File: config.mk
export PLATFORM = sky130hd
export DESIGN_NAME = muldiv_unit_flat
export DESIGN_NICKNAME = d
export VERILOG_FILES = /design/src/rtl/muldiv_pkg.sv /design/src/rtl/muldiv_if.sv /design/src/rtl/muldiv_unit.sv /design/src/flat_wrapper.sv
export SDC_FILE = /design/constraint.sdc
export NUM_CORES = 1
export LEC_CHECK = 0
export BUFFER_PORTS_ARGS = -buffer_cell sky130_fd_sc_hd__buf_4
export CAP_MARGIN = 20
export CELL_PAD_IN_SITES_DETAIL_PLACEMENT = 2
export CELL_PAD_IN_SITES_GLOBAL_PLACEMENT = 2
export CORE_MARGIN = 5
export CORE_UTILIZATION = 35
export CTS_CLUSTER_DIAMETER = 120
export DETAILED_ROUTE_END_ITERATION = 10
export MAX_ROUTING_LAYER = met4
export PLACE_DENSITY = 0.81
export SLEW_MARGIN = 25
export SYNTH_ARGS = -nofsm -noshare
export SYNTH_HDL_FRONTEND = slang
export SYNTH_SLANG_ARGS = --single-unit
File: constraint.sdc
create_clock -name clk -period 7.45 [get_ports clk]
set_input_delay 1.49 -clock clk [delete_from_list [all_inputs] [get_ports clk]]
set_output_delay 1.49 -clock clk [all_outputs]
set_load 0.05 [all_outputs]
File: src/rtl/muldiv_pkg.sv
// Shared definitions for the iterative multiply/divide unit: op encodings,
// FSM state type, and the R-type funct codes the control unit decodes into op.
package muldiv_pkg;

   localparam int DEFAULT_WIDTH = 32;

   typedef enum logic [1:0] {
      OP_MULT  = 2'b00,
      OP_MULTU = 2'b01,
      OP_DIV   = 2'b10,
      OP_DIVU  = 2'b11
   } op_e;

   typedef enum logic [1:0] {
      IDLE = 2'd0,
      MUL  = 2'd1,
      DIV  = 2'd2
   } state_e;

   localparam logic [5:0] FUNCT_MFHI  = 6'h10;
   localparam logic [5:0] FUNCT_MTHI  = 6'h11;
   localparam logic [5:0] FUNCT_MFLO  = 6'h12;
   localparam logic [5:0] FUNCT_MTLO  = 6'h13;
   localparam logic [5:0] FUNCT_MULT  = 6'h18;
   localparam logic [5:0] FUNCT_MULTU = 6'h19;
   localparam logic [5:0] FUNCT_DIV   = 6'h1A;
   localparam logic [5:0] FUNCT_DIVU  = 6'h1B;

   // Low two funct bits of MULT..DIVU map directly onto op.
   function automatic op_e funct_to_op(input logic [5:0] funct);
      return op_e'(funct[1:0]);
   endfunction

endpackage

File: src/rtl/muldiv_if.sv
// Operand/command and HI/LO result bundle between the datapath and muldiv_unit.
interface muldiv_if #(parameter int WIDTH = 32);
   logic             start;
   logic [1:0]       op;
   logic [WIDTH-1:0] a;
   logic [WIDTH-1:0] b;
   logic             hi_we;
   logic             lo_we;
   logic [WIDTH-1:0] wdata;
   logic             busy;
   logic             done;
   logic [WIDTH-1:0] hi;
   logic [WIDTH-1:0] lo;

   modport master (output start, op, a, b, hi_we, lo_we, wdata,
                   input  busy, done, hi, lo);
   modport slave  (input  start, op, a, b, hi_we, lo_we, wdata,
                   output busy, done, hi, lo);
endinterface

File: src/rtl/muldiv_unit.sv
// Iterative MULT/MULTU/DIV/DIVU with architectural HI/LO; one bit per cycle,
// sign handled by magnitude arithmetic plus a final negate on the HI/LO write.
//
// state | meaning
// IDLE  | waiting for start; MTHI/MTLO accepted here
// MUL   | shift-add multiply, WIDTH iterations
// DIV   | restoring divide, WIDTH iterations
module muldiv_unit
   import muldiv_pkg::*;
#(
   parameter int WIDTH = DEFAULT_WIDTH
) (
   input logic     clk,
   input logic     rst,
   muldiv_if.slave bus
);

   localparam int                CNT_W = $clog2(WIDTH);
   localparam logic [CNT_W-1:0]  LAST  = CNT_W'(WIDTH - 1);

   state_e               state_q, state_d;
   logic [CNT_W-1:0]     cnt_q, cnt_d;
   logic [2*WIDTH-1:0]   acc_q, acc_d;
   logic [WIDTH-1:0]     opnd_q, opnd_d;
   logic [WIDTH-1:0]     hi_q, hi_d;
   logic [WIDTH-1:0]     lo_q, lo_d;
   logic                 neg_res_q, neg_res_d;
   logic                 neg_rem_q, neg_rem_d;
   logic                 div0_q, div0_d;
   logic                 done_q, done_d;

   logic                 is_signed;
   logic [WIDTH-1:0]     abs_a, abs_b;
   logic [WIDTH:0]       mul_sum, rem_sh, diff;
   logic [2*WIDTH-1:0]   step_acc, prod;
   logic [WIDTH-1:0]     quo, rem;

   always_comb begin
      is_signed = ~bus.op[0];
      abs_a     = (is_signed && bus.a[WIDTH-1]) ? -bus.a : bus.a;
      abs_b     = (is_signed && bus.b[WIDTH-1]) ? -bus.b : bus.b;

      mul_sum   = {1'b0, acc_q[2*WIDTH-1:WIDTH]} + (acc_q[0] ? {1'b0, opnd_q} : {(WIDTH+1){1'b0}});
      rem_sh    = acc_q[2*WIDTH-1:WIDTH-1];
      diff      = rem_sh - {1'b0, opnd_q};

      step_acc = acc_q;
      case (state_q)
         MUL: step_acc = {mul_sum, acc_q[WIDTH-1:1]};
         // Remainder is always below the divisor, so diff[WIDTH] is a pure borrow flag.
         DIV: step_acc = diff[WIDTH] ? {rem_sh[WIDTH-1:0], acc_q[WIDTH-2:0], 1'b0}
                                     : {diff[WIDTH-1:0],   acc_q[WIDTH-2:0], 1'b1};
         default: step_acc = acc_q;
      endcase

      prod = neg_res_q ? -step_acc : step_acc;
      quo  = step_acc[WIDTH-1:0];
      rem  = step_acc[2*WIDTH-1:WIDTH];
   end

   always_comb begin
      state_d   = state_q;
      cnt_d     = cnt_q;
      acc_d     = acc_q;
      opnd_d    = opnd_q;
      hi_d      = hi_q;
      lo_d      = lo_q;
      neg_res_d = neg_res_q;
      neg_rem_d = neg_rem_q;
      div0_d    = div0_q;
      done_d    = 1'b0;

      case (state_q)
         IDLE: begin
            if (bus.start) begin
               state_d   = bus.op[1] ? DIV : MUL;
               cnt_d     = '0;
               neg_res_d = is_signed & (bus.a[WIDTH-1] ^ bus.b[WIDTH-1]);
               neg_rem_d = is_signed & bus.a[WIDTH-1];
               div0_d    = (bus.b == '0);
               if (bus.op[1]) begin
                  acc_d  = {{WIDTH{1'b0}}, abs_a};
                  opnd_d = abs_b;
               end else begin
                  acc_d  = {{WIDTH{1'b0}}, abs_b};
                  opnd_d = abs_a;
               end
            end else begin
               if (bus.hi_we) hi_d = bus.wdata;
               if (bus.lo_we) lo_d = bus.wdata;
            end
         end
         MUL, DIV: begin
            acc_d = step_acc;
            cnt_d = cnt_q + 1'b1;
            if (cnt_q == LAST) begin
               state_d = IDLE;
               cnt_d   = '0;
               done_d  = 1'b1;
               if (state_q == MUL) begin
                  hi_d = prod[2*WIDTH-1:WIDTH];
                  lo_d = prod[WIDTH-1:0];
               end else begin
                  // Zero divisor: the magnitude path leaves |a| as remainder, so HI restores a.
                  hi_d = neg_rem_q ? -rem : rem;
                  lo_d = div0_q ? {WIDTH{1'b1}} : (neg_res_q ? -quo : quo);
               end
            end
         end
         default: state_d = IDLE;
      endcase
   end

   always_ff @(posedge clk) begin
      if (rst) begin
         state_q   <= IDLE;
         cnt_q     <= '0;
         acc_q     <= '0;
         opnd_q    <= '0;
         hi_q      <= '0;
         lo_q      <= '0;
         neg_res_q <= 1'b0;
         neg_rem_q <= 1'b0;
         div0_q    <= 1'b0;
         done_q    <= 1'b0;
      end else begin
         state_q   <= state_d;
         cnt_q     <= cnt_d;
         acc_q     <= acc_d;
         opnd_q    <= opnd_d;
         hi_q      <= hi_d;
         lo_q      <= lo_d;
         neg_res_q <= neg_res_d;
         neg_rem_q <= neg_rem_d;
         div0_q    <= div0_d;
         done_q    <= done_d;
      end
   end

   assign bus.busy = (state_q != IDLE);
   assign bus.done = done_q;
   assign bus.hi   = hi_q;
   assign bus.lo   = lo_q;

endmodule

File: src/flat_wrapper.sv
// flat-port wrapper written by rule: the top's interface ports become plain ports
module muldiv_unit_flat import muldiv_pkg::*;
#(
   parameter int WIDTH = DEFAULT_WIDTH
)
  (clk, rst, bus_start, bus_op, bus_a, bus_b, bus_hi_we, bus_lo_we, bus_wdata, bus_busy, bus_done, bus_hi, bus_lo);
  muldiv_if #(.WIDTH(WIDTH)) bus_i ();
  input logic clk;
  input logic rst;
  input wire logic [$bits(bus_i.start)-1:0] bus_start;
  input wire logic [$bits(bus_i.op)-1:0] bus_op;
  input wire logic [$bits(bus_i.a)-1:0] bus_a;
  input wire logic [$bits(bus_i.b)-1:0] bus_b;
  input wire logic [$bits(bus_i.hi_we)-1:0] bus_hi_we;
  input wire logic [$bits(bus_i.lo_we)-1:0] bus_lo_we;
  input wire logic [$bits(bus_i.wdata)-1:0] bus_wdata;
  output wire logic [$bits(bus_i.busy)-1:0] bus_busy;
  output wire logic [$bits(bus_i.done)-1:0] bus_done;
  output wire logic [$bits(bus_i.hi)-1:0] bus_hi;
  output wire logic [$bits(bus_i.lo)-1:0] bus_lo;
  assign bus_i.start = bus_start;
  assign bus_i.op = bus_op;
  assign bus_i.a = bus_a;
  assign bus_i.b = bus_b;
  assign bus_i.hi_we = bus_hi_we;
  assign bus_i.lo_we = bus_lo_we;
  assign bus_i.wdata = bus_wdata;
  assign bus_busy = bus_i.busy;
  assign bus_done = bus_i.done;
  assign bus_hi = bus_i.hi;
  assign bus_lo = bus_i.lo;
  muldiv_unit #(.WIDTH(WIDTH)) u_core (.clk(clk), .rst(rst), .bus(bus_i));
endmodule
==> results of run 1 <==
-- worst reg2reg max path, stage by stage, from the launching register on --
cell and delay, ps:
sky130_fd_sc_hd__dfxtp_1 370, sky130_fd_sc_hd__inv_1 100, sky130_fd_sc_hd__ha_1 160, sky130_fd_sc_hd__inv_1 60
sky130_fd_sc_hd__fa_1 480, sky130_fd_sc_hd__a211oi_2 380, sky130_fd_sc_hd__nor3_4 100, sky130_fd_sc_hd__nor2_2 280
sky130_fd_sc_hd__o41ai_4 180, sky130_fd_sc_hd__a41oi_4 300, sky130_fd_sc_hd__buf_4 530, sky130_fd_sc_hd__mux2i_1 210
sky130_fd_sc_hd__a2111oi_2 850, sky130_fd_sc_hd__nor4b_2 480, sky130_fd_sc_hd__o211ai_1 180, sky130_fd_sc_hd__nor3_2 510
sky130_fd_sc_hd__a21oi_1 170, sky130_fd_sc_hd__xnor2_1 200, sky130_fd_sc_hd__a2111oi_0 480
-- layer usage --
layer / vias up / wire length [um] / GRT usage
li1: 8561 / - / -
met1: 9645 / 35020 / 0.3943
met2: 485 / 40220 / 0.5383
met3: 143 / 2856 / 0.03614
met4: 0 / 3302 / 0.1145
met5: - / 0 / -
-- how the worst max path moves through the flow --
| stage | cells past startpoint | from | slack (ps) | to |
|---|---|---|---|---|
| after detailed placement | 18 | u_core.acc_q[31] | 1110 | u_core.bus.hi[26] |
| after global placement | 18 | u_core.acc_q[31] | 1360 | u_core.bus.hi[26] |
| final | 18 | u_core.acc_q[31] | 1290 | u_core.bus.hi[19] |
| after CTS | 18 | u_core.acc_q[31] | 1040 | u_core.bus.hi[26] |
| after global routing | 25 | u_core.acc_q[31] | 930 | u_core.bus.hi[24] |
| after floorplan | 25 | u_core.acc_q[31] | 2180 | u_core.bus.hi[12] |
-- power by group through the flow --
stage          registers [uW]  logic, uW  clock network, uW
3_5_place_dp             1130       1710                  0
2_1_floorplan            1290        910                  0
3_3_place_gp             1120       1670                  0
6_report                 1110       1750                935
5_1_grt                  1120       1850                978
4_1_cts                  1110       1730                941
-- through the flow --
| stage | worst slack [ps] | instances | utilization | hold slack, ps |
|---|---|---|---|---|
| finish | 1290 | 3008 | 0.4022 | 465.6 |
| detailed placement | 1113 | 2974 | 0.3896 | 458.8 |
| global placement | 1357 | 2974 | 0.3894 | 444.6 |
| global route | 931.3 | 3007 | 0.4022 | 487.5 |
| CTS | 1036 | 3006 | 0.4019 | 471.5 |
| floorplan | 2182 | 2319 | - | 436.2 |
-- final cells by class --
type                    count  area [sq um]  area share
diodes                      2         5.005   0.0002684
clock buffers              21         460.4     0.02469
clock inverters            11         110.1    0.005905
inverters                  65         244.0     0.01308
multi-input cells        1932         12150      0.6516
flip-flops and latches    171          3423      0.1836
well taps                 607         759.5     0.04073
repair buffers            199          1494     0.08012
-- flip-flops by register name (all words and copies together) (netlist names), 2 cells and up --
name            cells
u_core.state_q      2
u_core.cnt_q        5
u_core.bus.lo      32
u_core.opnd_q      32
u_core.acc_q       64
u_core.bus.hi      32
-- placed cells by master (no fill, tap or decap), types with 63 or more instances in the layout --
master | synthesis | final
sky130_fd_sc_hd__a21oi_1 | 242 | 239
sky130_fd_sc_hd__buf_4 | 1 | 199
sky130_fd_sc_hd__dfxtp_1 | 171 | 171
sky130_fd_sc_hd__ha_1 | 73 | 70
sky130_fd_sc_hd__inv_1 | 64 | 63
sky130_fd_sc_hd__nand2_1 | 275 | 274
sky130_fd_sc_hd__nor2_1 | 250 | 249
sky130_fd_sc_hd__nor3_1 | 66 | 66
sky130_fd_sc_hd__o21ai_0 | 161 | 160
sky130_fd_sc_hd__xnor2_1 | 84 | 84
sky130_fd_sc_hd__xor2_1 | 74 | 74
-- logic make-up after synthesis --
kind of cell	share of synthesized area
and+or+nand+nor	0.2465
AOI/OAI and AO/OA	0.3103
buffers and inverters	0.05159
DFF	0.2094
xor gates and xnor gates	0.08565
adders and majority gates	0.05832
muxes	0.03819
==> reports/results.md, run 1 <==
- completed — result of the run
- 1 — number of antenna violations at the first check in global routing
- 36 — maximum fanout encountered on the critical timing path
- 0 — Final Slew Violations
- 18,650 sq um — Design Area, Final
- flip-flop — CP Capture Type
- 203.6 nW/um^2 — P per Cell Area
- 0 — number of enable flip-flop cells after synthesis
- 1290 ps — setup slack on the worst flop-to-flop path
- inv_1 -> ha_1 -> inv_1 -> fa_1 -> a211oi_2 -> nor3_4 -> nor2_2 -> o41ai_4 -> a41oi_4 -> buf_4 -> mux2i_1 -> a2111oi_2 -> nor4b_2 -> o211ai_1 -> nor3_2 -> a21oi_1 -> xnor2_1 -> a2111oi_0 — crit-path cells
- 0 — Synthesis Warnings
- flip-flop to flip-flop — worst min path class
- 3796 uW — total design power
- sky130_fd_sc_hd__nand2_1 — leading cell type by number of instances after synthesis
- 3 — worst path bufs/invs
- 275 x sky130_fd_sc_hd__nand2_1, 250 x sky130_fd_sc_hd__nor2_1, 242 x sky130_fd_sc_hd__a21oi_1 — Commonest cells post-synth
- 850 ps — Max stage delay on crit path
- 122.6 mm — first-pass GRT wire length
- u_core.cnt_q[4] — start point of the worst hold path
- 0.1234 — share of final-layout standard cells stronger than drive strength 1
- 0 — number of nets with antenna violations after routing
- 0 — post-cts gate resize count
- 0 — Overflow after GRT
- 4 — H-Tree Depth
- 6160 ps — final worst path period need
- 6480 ps — Data arrival, critical path
- 0.9231 — routability cong.
- 0.246 — portion of total power attributed to the clock network
- 470 ps — clock insertion delay at the later pin of the skew report
- flip-flop — kind of start point of the critical path
- 0.2601 — slew margin rel.
- 2,319 — count of mapped cells out of synthesis
- 15.48 ps — setup skew after layout
- u_core.cnt_q[4] — sink of the worst hold path
- flip-flop to flip-flop — type of the worst setup path
- 18,060 sq um — placed instance area
- 27.06 um — wire length per cell
- 0.2094 — area share of the leading cell type in the synthesized netlist
- 171 — Num Clock Sinks
- 95 — number of distinct library cell variants in the gate-level netlist after synthesis
- 0.2094 — post-synthesis sequential area ratio
- 51,130 sq um — Die Outline Area
- compound AO/OA/AOI/OAI gates — critical path's top delay family
- u_core.acc_q[31] — startpoint of the worst register-to-register path
- 2023 uW — Int Pwr
- 0 — buffers inserted during post-CTS setup optimization
- 7.049 sq um — Avg Inst Size Synth
- sky130_fd_sc_hd__dfxtp_1 — Post-synth top flop
- 6.261 — via density per instance
- 0.8269 — period utilization
- 0.1623 GHz — maximum operating frequency
- 63.23 mm — post-detailed-placement half-perimeter wirelength
- 46,360 sq um — CORE AREA
- 5 — number of detailed-routing iterations run before antenna repair
- 19,961 — vias in the first global route
- 14.07% — area grow syn2layout
- 81.40 mm — total detailed-routing wirelength
- 169 — IO Pins
- u_core.bus.hi[19] — end of the worst register-to-register path
- no — setup repair after global routing missed its margin
- 0 — final setup fails
- sky130_fd_sc_hd__dfxtp_1 — cell type with the highest aggregate area in the netlist
- 2,564 — nets@finish
- built — clock tree from TritonCTS
- sky130_fd_sc_hd__a2111oi_2 — cell with the largest stage delay on the worst path
- 17 — Inserted Clock Buffers
- 226.1 um — die outline height
- 0.3526 — initial core utilization
- 0 ps — Setup TNS Final
- 1,265 — starting DRC count in detailed routing
- 0.007272 uW — Leak Pwr
- 2,497 — syn_nets
- sky130_fd_sc_hd__dfxtp_1 21%, sky130_fd_sc_hd__a21oi_1 7.4%, sky130_fd_sc_hd__nand2_1 6.3%, sky130_fd_sc_hd__nor2_1 5.7%, sky130_fd_sc_hd__ha_1 5.6% — top cells by area, synth
- 0 — final hold violation count
- 0 — Post-CTS Hold Buffers
- 0 — Synth async-reset ratio
- 0.461 — combinational share of power
- 18 — count of cells along the worst register-to-register path
- 171 — number of synthesized register bits
- 0 — total DRC errors in the routed layout
- 79 — cell row count
- 0.293 — relative contribution of sequential cells to total power
- 18,834 — Via Count
- sky130_fd_sc_hd__clkbuf_16 — CTS Root Buffer Type
- 0.4671 — switching share of power
- 1103 ps — slew at the pin closest to its max-slew limit
- 79 — pin count of the biggest net entering global routing
- 168 — PortBufs
- 1773 uW — Net Sw Power
- 0.3185 — global-route usage over all layers
- sky130_fd_sc_hd__inv_1 — cell repeated most along the worst path
- 16,350 sq um — mapped cell area
- 2 — number of cells on the worst hold path
- 2 — maximum number of buffers from clock root to sink
- 0 — count of maximum capacitance violations
- 5,469 — number of fill cells
- 80 ps — clock-pin slew on the worst setup and hold paths
- 226.1 um — width of the die
- 0.0001506 V — Worst IR Drop VDD
- 7770 ps — critical path data required time
(Power assumes the default switching activity.)
==> run 2, diff against run 1 <==
==> constraint.sdc (replaced) <==
create_clock -name clk -period 6.3 [get_ports clk]
set_input_delay 1.26 -clock clk [delete_from_list [all_inputs] [get_ports clk]]
set_output_delay 1.26 -clock clk [all_outputs]
set_load 0.05 [all_outputs]
==> run 2 against run 1 <==
- largest cell class unchanged
- fmax up 4.6%
- non-clock buffer count up 23
- critical endpoint is now u_core.bus.hi[26]
- cell count up 0.73%
- global-route usage about the same
- register-to-register slack worse by 880 ps
- die area unchanged
- largest power group unchanged
- power up 19%
- combinational power up 19%
- via count up 0.35%
==> reports/results.md, run 2 (same netlist as run 1, synthesis figures left out) <==
- flip-flop to flip-flop — worst min path class
- 79 — cell row count, unchanged
- 0 — number of nets with antenna violations after routing, unchanged
- 0.1318 — share of final-layout standard cells stronger than drive strength 1, +0.008379
- 27.00 um — wire length per cell, -0.22%
- 0.3183 — global-route usage over all layers, about the same
- 239.9 nW/um^2 — P per Cell Area, +18%
- u_core.cnt_q[4] — sink of the worst hold path
- 0.9351 — period utilization, +0.1082
- 81.81 mm — total detailed-routing wirelength, +0.50%
- 0 — Post-CTS Hold Buffers, unchanged
- 2 — maximum number of buffers from clock root to sink, unchanged
- 3 — number of antenna violations at the first check in global routing, +2
- u_core.bus.hi[26] — end of the worst register-to-register path
- 226.1 um — die outline height, unchanged
- 6260 ps — Data arrival, critical path, -220 ps
- 5,512 — number of fill cells, +0.79%
- 168 — PortBufs, unchanged
- 169 — IO Pins, unchanged
- u_core.cnt_q[4] — start point of the worst hold path
- 64 — number of flip-flops in the largest register, unchanged
- completed — result of the run
- 0.246 — portion of total power attributed to the clock network, about the same
- no — setup repair after global routing missed its margin
- 0 — final hold violation count, unchanged
- 3423 sq um — area occupied by registers, unchanged
- 0 ps — Setup TNS Final, unchanged
- flip-flop — kind of start point of the critical path
- 274 x sky130_fd_sc_hd__nand2_1, 249 x sky130_fd_sc_hd__nor2_1, 239 x sky130_fd_sc_hd__a21oi_1 — commonest non-fill, non-tap cells in the layout
- u_core.acc_q[31] — startpoint of the worst register-to-register path
- 0 — total DRC errors in the routed layout, unchanged
- 1133 ps — slew at the pin closest to its max-slew limit, +30.23 ps
- 2,587 — nets@finish, +0.90%
- 0.291 — relative contribution of sequential cells to total power, -0.002
- 0.0001776 V — Worst IR Drop VDD, +18%
- 2,996 — number of instances in the placed design, +0.74%
- 0 — final setup fails, unchanged
- 0 — Final Slew Violations, unchanged
- 480 ps — clock insertion delay at the later pin of the skew report, about the same
- built — clock tree from TritonCTS
- 15.06% — area grow syn2layout
- 0 — Overflow after GRT, unchanged
- 63.49 mm — post-detailed-placement half-perimeter wirelength, +0.41%
- 410 ps — setup slack on the worst flop-to-flop path, -880 ps
- 51,130 sq um — Die Outline Area, unchanged
- 80 ps — clock-pin slew on the worst setup and hold paths, about the same
- sky130_fd_sc_hd__nand2_1 — commonest non-fill, non-tap cell in the layout
- 4 — H-Tree Depth, unchanged
- 0.9223 — routability cong., about the same
- 1,448 — starting DRC count in detailed routing, +14%
- 2402 uW — Int Pwr, +19%
- 0.463 — combinational share of power, +0.002
- 122.9 mm — first-pass GRT wire length, +0.24%
- 0.1698 GHz — maximum operating frequency, +4.6%
- 2109 uW — Net Sw Power, +19%
- 5 — number of detailed-routing iterations run before antenna repair, unchanged
- 17 — Inserted Clock Buffers, unchanged
- 6.238 — via density per instance, -0.38%
- 0.3526 — initial core utilization, unchanged
- 12,140 sq um — multi-input combinational cell area, about the same
- 3,030 — Final Instance Count excl. Fillers, +0.73%
- 20,102 — vias in the first global route, +0.71%
- 0.007380 uW — Leak Pwr, +1.5%
- 22 — count of cells along the worst register-to-register path, +4
- 36 — maximum fanout encountered on the critical timing path, unchanged
- 18.21 ps — setup skew after layout, +2.733 ps
- 6670 ps — critical path data required time, -1100 ps
- 0.2398 — slew margin rel., -0.02027
- sky130_fd_sc_hd__clkbuf_16 — CTS Root Buffer Type
- u_core.acc_q — Biggest register
- 0.4676 — switching share of power, +0.0005071
- 79 — pin count of the biggest net entering global routing, unchanged
- 226.1 um — width of the die, unchanged
- 171 — Num Clock Sinks, unchanged
- 5891 ps — final worst path period need, -269.4 ps
- flip-flop to flip-flop — type of the worst setup path
- 2 — number of cells on the worst hold path, unchanged
- 18,900 — Via Count, +0.35%
- flip-flop — CP Capture Type
- 0 — count of maximum capacitance violations, unchanged
- 46,360 sq um — CORE AREA, unchanged
==> run 2: layer usage <==
layer  up-vias  share of wire  wire length [um]  GRT usage
li1       8615              -                 -          -
met1      9638           0.43             35080     0.3909
met2       503           0.50             40790     0.5491
met3       144          0.036              2929    0.02951
met4         0          0.037              3019     0.1096
met5         -              0                 0          -
==> run 2: area by class of cell <==
class | count | share of cell area
Multi-Input combinational cell | 1932 | 0.6454
Sequential cell | 171 | 0.1820
Timing Repair Buffer | 222 | 0.08881
Tap cell | 607 | 0.04038
Clock buffer | 19 | 0.02408
Inverter | 65 | 0.01297
Clock inverter | 12 | 0.006054
Antenna cell | 2 | 0.0002661
==> run 2: worst max-delay path by stage <==
stage / slack (ps) / cells past startpoint / end / startpoint
4_1_cts: 270 / 22 / u_core.bus.hi[12] / u_core.acc_q[31]
5_1_grt: 50 / 22 / u_core.bus.hi[26] / u_core.acc_q[31]
3_3_place_gp: 490 / 22 / u_core.bus.hi[12] / u_core.acc_q[31]
2_1_floorplan: 1030 / 25 / u_core.bus.hi[12] / u_core.acc_q[31]
6_report: 410 / 22 / u_core.bus.hi[26] / u_core.acc_q[31]
3_5_place_dp: 330 / 22 / u_core.bus.hi[12] / u_core.acc_q[31]
==> run 2: critical path, stage by stage, from the launching register on <==
cell and delay (ps):
sky130_fd_sc_hd__dfxtp_1 350, sky130_fd_sc_hd__inv_1 110, sky130_fd_sc_hd__ha_1 200, sky130_fd_sc_hd__inv_1 80, sky130_fd_sc_hd__fa_1 450, sky130_fd_sc_hd__a211oi_2 380, sky130_fd_sc_hd__nor3_4 100, sky130_fd_sc_hd__nor2_2 250
sky130_fd_sc_hd__o41ai_4 160, sky130_fd_sc_hd__a41oi_4 280, sky130_fd_sc_hd__buf_6 380, sky130_fd_sc_hd__nand4b_1 170, sky130_fd_sc_hd__o2111ai_1 360, sky130_fd_sc_hd__mux2i_1 340, sky130_fd_sc_hd__ha_1 240, sky130_fd_sc_hd__and3_1 160
sky130_fd_sc_hd__a32oi_1 130, sky130_fd_sc_hd__nor2_1 160, sky130_fd_sc_hd__nand3_1 360, sky130_fd_sc_hd__a21oi_2 410, sky130_fd_sc_hd__nand3_1 130, sky130_fd_sc_hd__mux2_2 320, sky130_fd_sc_hd__a32o_1 240
==> run 2: power by group through the flow <==
stage | Combinational, uW | Sequential (uW) | Clock [uW]
floorplan | 1080 | 1530 | 0
global placement | 1980 | 1320 | 0
detailed placement | 2040 | 1330 | 0
CTS | 2060 | 1310 | 1110
global route | 2210 | 1320 | 1150
finish | 2090 | 1310 | 1110
==> run 2: timing repair <==
action,4_1_cts,5_1_grt
gates resized for setup,0,2
endpoints found under the setup margin,0,10
setup buffers,0,1
==> run 2: per-stage QoR <==
| stage | power (uW) | setup slack [ps] | hold WS, ps | cell area [sq um] | utilization |
|---|---|---|---|---|---|
| 2_1_floorplan | 2603 | 1032 | 436.2 | 16350 | - |
| 3_3_place_gp | 3307 | 485.9 | 443.2 | 18220 | 0.3929 |
| 3_5_place_dp | 3370 | 327.6 | 466.0 | 18220 | 0.3930 |
| 4_1_cts | 4480 | 266.6 | 475.8 | 18790 | 0.4053 |
| 5_1_grt | 4689 | 52.46 | 496.4 | 18800 | 0.4056 |
| 6_report | 4511 | 409.0 | 468.5 | 18810 | 0.4057 |
